[src/rtl/btn_dir_ctrl.sv]
// Pushbutton front end for the snake game: synchronizes and debounces the five
// board buttons, then derives press pulses, a guarded heading and a pause flag.
module btn_dir_ctrl #(
    parameter int DEB_CYCLES = 1000000,
    parameter int CNT_W      = 20
) (
    input  logic       clk,
    input  logic       rst,
    input  logic [4:0] btn,
    input  logic       tick,
    output logic [4:0] press,
    output logic [1:0] dir,
    output logic       dir_chg,
    output logic [1:0] cur_dir,
    output logic       pause
);

    localparam logic [CNT_W-1:0] CNT_LAST = CNT_W'(DEB_CYCLES - 1);
    localparam logic [1:0]       DIR_RIGHT = 2'b01;

    logic [4:0]       sync_p0;
    logic [4:0]       sync_p1;
    logic [4:0]       deb;
    logic [4:0]       deb_q;
    logic [CNT_W-1:0] cnt [5];
    logic [1:0]       cand;
    logic             cand_vld;
    logic             accept;

    // U > R > D > L; bit index doubles as the heading encoding.
    function automatic logic [1:0] pick_dir(input logic [3:0] p);
        logic [1:0] d;
        d = 2'b00;
        if (p[0])      d = 2'b00;
        else if (p[1]) d = 2'b01;
        else if (p[2]) d = 2'b10;
        else if (p[3]) d = 2'b11;
        return d;
    endfunction

    always_ff @(posedge clk or negedge rst) begin
        if (!rst) begin
            sync_p0 <= '0;
            sync_p1 <= '0;
        end else begin
            sync_p0 <= btn;
            sync_p1 <= sync_p0;
        end
    end

    // A level is accepted only after the synced input has differed for DEB_CYCLES cycles.
    always_ff @(posedge clk or negedge rst) begin
        if (!rst) begin
            deb <= '0;
            for (int i = 0; i < 5; i++) cnt[i] <= '0;
        end else begin
            for (int i = 0; i < 5; i++) begin
                if (sync_p1[i] == deb[i]) begin
                    cnt[i] <= '0;
                end else if (cnt[i] == CNT_LAST) begin
                    deb[i] <= ~deb[i];
                    cnt[i] <= '0;
                end else begin
                    cnt[i] <= cnt[i] + CNT_W'(1);
                end
            end
        end
    end

    always_ff @(posedge clk or negedge rst) begin
        if (!rst) begin
            deb_q <= '0;
            press <= '0;
        end else begin
            deb_q <= deb;
            press <= deb & ~deb_q;
        end
    end

    always_comb begin
        cand_vld = |press[3:0];
        cand     = pick_dir(press[3:0]);
        // Reversal is judged against the committed heading, not the pending request.
        accept   = cand_vld && (cand != (cur_dir ^ 2'b10)) && (cand != dir);
    end

    always_ff @(posedge clk or negedge rst) begin
        if (!rst) begin
            dir     <= DIR_RIGHT;
            cur_dir <= DIR_RIGHT;
            dir_chg <= 1'b0;
            pause   <= 1'b0;
        end else begin
            dir_chg <= accept;
            if (accept)   dir     <= cand;
            if (tick)     cur_dir <= dir;
            if (press[4]) pause   <= ~pause;
        end
    end

endmodule

[config.mk]
export PLATFORM = sky130hd
export DESIGN_NAME = btn_dir_ctrl
export DESIGN_NICKNAME = d
export VERILOG_FILES = /design/src/rtl/btn_dir_ctrl.sv
export SDC_FILE = /design/constraint.sdc
export NUM_CORES = 1
export LEC_CHECK = 0
export BUFFER_PORTS_ARGS = -buffer_cell sky130_fd_sc_hd__buf_2
export CAP_MARGIN = 40
export CORE_ASPECT_RATIO = 0.5
export CORE_MARGIN = 2
export CORE_UTILIZATION = 55
export DETAILED_ROUTE_END_ITERATION = 8
export GPL_ROUTABILITY_DRIVEN = 0
export PLACE_DENSITY = 0.74
export SLEW_MARGIN = 15
export SYNTH_ARGS = -nofsm -noshare
export SYNTH_HDL_FRONTEND = slang
export SYNTH_SLANG_ARGS = --single-unit
[constraint.sdc]
create_clock -name clk -period 5.1 [get_ports clk]
set_clock_uncertainty 0.1 [all_clocks]
set_input_delay 0.255 -clock clk [delete_from_list [all_inputs] [get_ports clk]]
set_output_delay 0.255 -clock clk [all_outputs]
set_load 0.05 [all_outputs]
# ---- Yosys cells after proc, flatten, opt, wreduce, memory -nomap -nowiden
# Index checks and enable logic that the tools add are counted.
dict set report word_totals {
  inputBits 8
  wordCells 71
  output_inout_bits 11
  reg_bits 131
}
dict set report op_classes {
  n_bitwise 14
  reduce_logical 8
  n_mux 14
  eq_ne 12
  n_addsub 5
}
# operator n
set ops {}
lappend ops {{$mux 20} 10}
lappend ops {{$add 20x1->20 const B} 5}
lappend ops {{$eq 20x20->1 const B} 5}
lappend ops {{$not 1->1} 12}
lappend ops {{$reduce_and 2->1} 5}
lappend ops {{$mux 2} 4}
lappend ops {{$and 5x5->5} 1}
lappend ops {{$eq 1x1->1} 5}
lappend ops {{$not 5->5} 1}
lappend ops {{$ne 2x2->1} 2}
lappend ops {{$reduce_or 4->1} 1}
lappend ops {{$logic_and 1x1->1} 2}

# ---- Longest topological paths before layout
dict set report depth {
  depth_word 7
  ltp_mapped 8
  depth_no_buf 6
}

# ---- Worst setup path after synthesis
# OpenSTA, ideal clock, no wires.
dict set report synth_timing {
  kind {register to register}
  from {reg press[2]}
  to {reg dir[0]}
  path_slack_ps 3172
  t_required_ps 4919
  period_less_slack_ps 1928
  arrival_time_ps 1747
  path_stages_with_launch 6
  setup_ps 81
  n_path_buf 0
  path_cell_list {dfrtp_1 nand2b_1 a2111oi_0 a311o_1 or4_1 o211ai_1}
}
dict set report synth_via {
  elab_chain_len 6
}
# item line
set synth_lines {}
lappend synth_lines {{start, declared} 11} ;# output logic [4:0] press,
lappend synth_lines {{start signal, assigned} 76} ;# press <= deb & ~deb_q;
lappend synth_lines {{$mux 2} 36} ;# else if (p[2]) d = 2'b10;
lappend synth_lines {{$mux 2} 35} ;# else if (p[1]) d = 2'b01;
lappend synth_lines {{$mux 2} 34} ;# if (p[0]) d = 2'b00;
lappend synth_lines {{$ne 2x2->1} 84} ;# accept = cand_vld && (cand != (cur_dir ^ 2'b10)) && (cand != dir);
lappend synth_lines {{$logic_and 1x1->1 (2 in a row)} 84}
lappend synth_lines {{end signal, assigned} 95} ;# if (accept) dir <= cand;
lappend synth_lines {{end, declared} 12} ;# output logic [1:0] dir,
# Parallel ways exist; a longest one is shown, timed or not.
# A chain may end at the register's enable or synchronous reset.

# ---- Worst setup path after layout
dict set report layout_timing {
  from {reg cnt[80] (netlist name)}
  to {reg cnt[98] (netlist name)}
}
dict set report layout_via {
  elab_chain_len 3
}
# item line
set layout_lines {}
lappend layout_lines {{start, declared} 25} ;# logic [CNT_W-1:0] cnt [5];
lappend layout_lines {{start signal, assigned by index} 64} ;# cnt[i] <= cnt[i] + CNT_W'(1);
lappend layout_lines {{$add 20x1->20 or $eq 20x20->1 (tied branches)} {64, 60}}
lappend layout_lines {{$mux 20 *} 60} ;# end else if (cnt[i] == CNT_LAST) begin
lappend layout_lines {{$mux 20 *} 58} ;# if (sync_p1[i] == deb[i]) begin
# Mark *: on every way between the ends. The rest lies on a longest branch, timed or not.

==> results.ini <==
[synthesis]
number_of_warnings_issued_by_yosys = 0
synth-edff-count = 0
post_synth_inst_count = 569
seq_area_frac_synth_pct = 55.2
yosysTopAreaCellShare_pct = 54.3
synth_fp_nets = 582
ys_types = 43
postSynthAreaPerCell_um2 = 10.4
ys_ff_latch = 131
post_synth_main_area_contributors = sky130_fd_sc_hd__dfrtp_1 54%, sky130_fd_sc_hd__xor2_1 8.8%, sky130_fd_sc_hd__nor2_1 7.0%
yosys_most_used_dff = sky130_fd_sc_hd__dfrtp_1
largest_area_contributor_in_the_synthesized_netlist = sky130_fd_sc_hd__dfrtp_1
ys_async_sr_fraction_pct = 100
post_synth_instance_area_um2 = 5950

[power_and_ir_drop]
power.density_cell_area_nw_per_um2 = 344
worst_ir_drop_vdd_uv = 219
total_power_mw = 2.34
p_leak_nw = 3.03

[timing]
setup_violations = 0
rsz_0062_raised_after_global_routing = false
tns_ns = 0
timing.fmax_mhz = 523
relSlewSlack_pct = 53.4
final_max_slew_viol_count = 0
final.period_utilization_pct = 37.5
worst_slew_pin_slew_ns = 0.698
timing_hold_violations_final = 0
timing.final.crit_period_ns = 1.91

[layout]
finalNetCount = 613
area_delta_synth_final_pct = 14.3
antenna_cells = 0
final_layout_size_suffix_gt1_share_pct = 10.9
layout.cells.most_common_list = 129 x sky130_fd_sc_hd__dfrtp_1, 111 x sky130_fd_sc_hd__nor2_1, 60 x sky130_fd_sc_hd__xor2_1
layout.filler_cells = 784
layout_commonest_cell = sky130_fd_sc_hd__dfrtp_1
post-route-cell-area_um2 = 6800

[floorplan]
fp.coreArea_um2 = 10400
boundaryPins = 19
dieArea_um2 = 11700
initial_core_util_pct = 57.3
die_y_um = 77.5
fp-row-count = 26
dieWidth_um = 151

[global_routing]
via_count_of_the_first_global_routing_pass = 3864
track_usage_pct = 18.9
grt_pass1_wl_mm = 17.4
grt_overflow = 0
antenna_violations_before_repair = 0
grt_start_max_net_pins = 80

[detailed_routing]
route.detailed.vias_per_inst = 5.35
post-route-drc-count = 0
wl_final_mm = 9.98
route.antenna.remaining_nets = 0
firstDrtPassIters = 6
detail_route.wl_per_cell_um = 13.2
drt_iter0_markers = 208
num_vias = 4028

[cts]
cts_resized = 0
cts_setup_buffers = 0
clkTransAtPathRegs_ns = 0.06
num_cts_buffers = 17
cts_hold_buf = 6
max-clock-path-buffers = 2
root_buffer = sky130_fd_sc_hd__clkbuf_16
h-tree-depth = 4
cts_tree = done
cts_num_sinks = 131
clock_latency_ns = 0.41

[setup_path]
critical_path.max_fanout = 19
setup.worst_path.class = register to register
critical_path.endpoint_type = register
crit_required_ns = 5.28
cp-start-kind = register
arrival_ns = 2.09

[placement]
placed_cell_area_um2 = 6140
dp.final_hpwl_mm = 6.35
placement.io_buffers = 18

[hold_path]
min_path_type = input pin to register

[run_status]
status = finished, final reports clean

[flow_run]
drv_cap = 0

[Yosys cell counts (2+ instances only)]
library cell / number
sky130_fd_sc_hd__a21oi_1: 3
sky130_fd_sc_hd__and3_1: 19
sky130_fd_sc_hd__and4_1: 8
sky130_fd_sc_hd__buf_2: 7
sky130_fd_sc_hd__buf_4: 3
sky130_fd_sc_hd__buf_6: 2
sky130_fd_sc_hd__dfrtp_1: 129
sky130_fd_sc_hd__dfstp_2: 2
sky130_fd_sc_hd__ha_1: 5
sky130_fd_sc_hd__inv_1: 10
sky130_fd_sc_hd__mux2_2: 6
sky130_fd_sc_hd__nand2_1: 35
sky130_fd_sc_hd__nand3_1: 43
sky130_fd_sc_hd__nand4_1: 22
sky130_fd_sc_hd__nand4b_1: 2
sky130_fd_sc_hd__nor2_1: 111
sky130_fd_sc_hd__nor2b_1: 7
sky130_fd_sc_hd__nor3_1: 18
sky130_fd_sc_hd__nor4_1: 5
sky130_fd_sc_hd__nor4b_1: 5
sky130_fd_sc_hd__o21ai_0: 3
sky130_fd_sc_hd__o22ai_1: 2
sky130_fd_sc_hd__or2_2: 8
sky130_fd_sc_hd__or4_1: 2
sky130_fd_sc_hd__xnor2_1: 35
sky130_fd_sc_hd__xor2_1: 60
[cells by family (layout without fill, tap and decap cells)]
| family | after synthesis | after routing | share of synthesized area (%) |
|---|---|---|---|
| buffers and inverters | 23 | 67 | 2.04 |
| multiplexers | 6 | 6 | 1.14 |
| XOR/XNOR | 95 | 95 | 14.0 |
| AND/OR/NAND/NOR | 293 | 293 | 24.8 |
| adder cells (fa/ha/maj) | 5 | 5 | 1.05 |
| AO/OA/AOI/OAI | 16 | 16 | 1.81 |
| flip-flops | 131 | 131 | 55.2 |
[routing by layer]
layer  up-vias  part of all wire, %  track usage [%]
met1      1970                   51             26.0
met5         -                    0                0
li1       1993                    -                -
met3         8                  2.9             5.71
met4         0                  1.0             7.10
met2        57                   45             28.5
[through the flow]
stage	cells	hold slack, ns	util [%]	setup WS (ns)
6_report	753	0.00300	65.5	3.19
3_3_place_gp	715	0.221	59.2	3.19
4_1_cts	753	0.00298	65.5	3.14
3_5_place_dp	715	0.225	59.2	3.14
5_1_grt	753	0.00579	65.5	3.04
2_1_floorplan	569	-0.141	-	3.17
[path summary, 6_finish.rpt]
| kind | start | endpoint | slack, ns | cells past startpoint |
|---|---|---|---|---|
| min reg2reg | sync_p0[0] | sync_p1[0] | 0.25 | 0 |
| min | tick | cur_dir[1] | 0.003 | 2 |
| max in group asynchronous | rst | cnt[73] | 3.49 | 3 |
| max reg2reg | cnt[80] | cnt[98] | 3.19 | 6 |
| max | cnt[80] | cnt[98] | 3.19 | 6 |
| min in group asynchronous | rst | cnt[88] | 0.32 | 2 |
[sequential cells by signal (all words and copies together) (netlist names)]
signal	count
cnt	100
cur_dir	2
deb	5
deb_q	5
dir	2
dir_chg	1
pause	1
press	5
sync_p0	5
sync_p1	5
[final cells by class]
| type | count | area (um2) | share of cell area [%] |
|---|---|---|---|
| sequential | 131 | 3280 | 48.3 |
| timing repair buffer | 25 | 164 | 2.41 |
| clock buffer | 23 | 468 | 6.88 |
| multi-input combinational | 415 | 2540 | 37.4 |
| tap | 140 | 175 | 2.58 |
| clock inverter | 9 | 129 | 1.90 |
| inverter | 10 | 37.5 | 0.552 |
[critical path: stages, from the launching register on]
cell                      delay [ns]
sky130_fd_sc_hd__dfrtp_1        0.38
sky130_fd_sc_hd__ha_1           0.21
sky130_fd_sc_hd__and3_1         0.20
sky130_fd_sc_hd__nand3_1        0.12
sky130_fd_sc_hd__nor3_1         0.27
sky130_fd_sc_hd__or2_2          0.39
sky130_fd_sc_hd__nor2_1         0.10
[where the power goes]
part | internal, mW | leakage (nW) | total [mW] | switching, mW
Combinational | 0.0180 | 0.958 | 0.0595 | 0.0415
Clock | 0.792 | 0.287 | 1.21 | 0.422
Sequential | 1.05 | 1.79 | 1.07 | 0.0134
(Power assumes the default switching activity.)
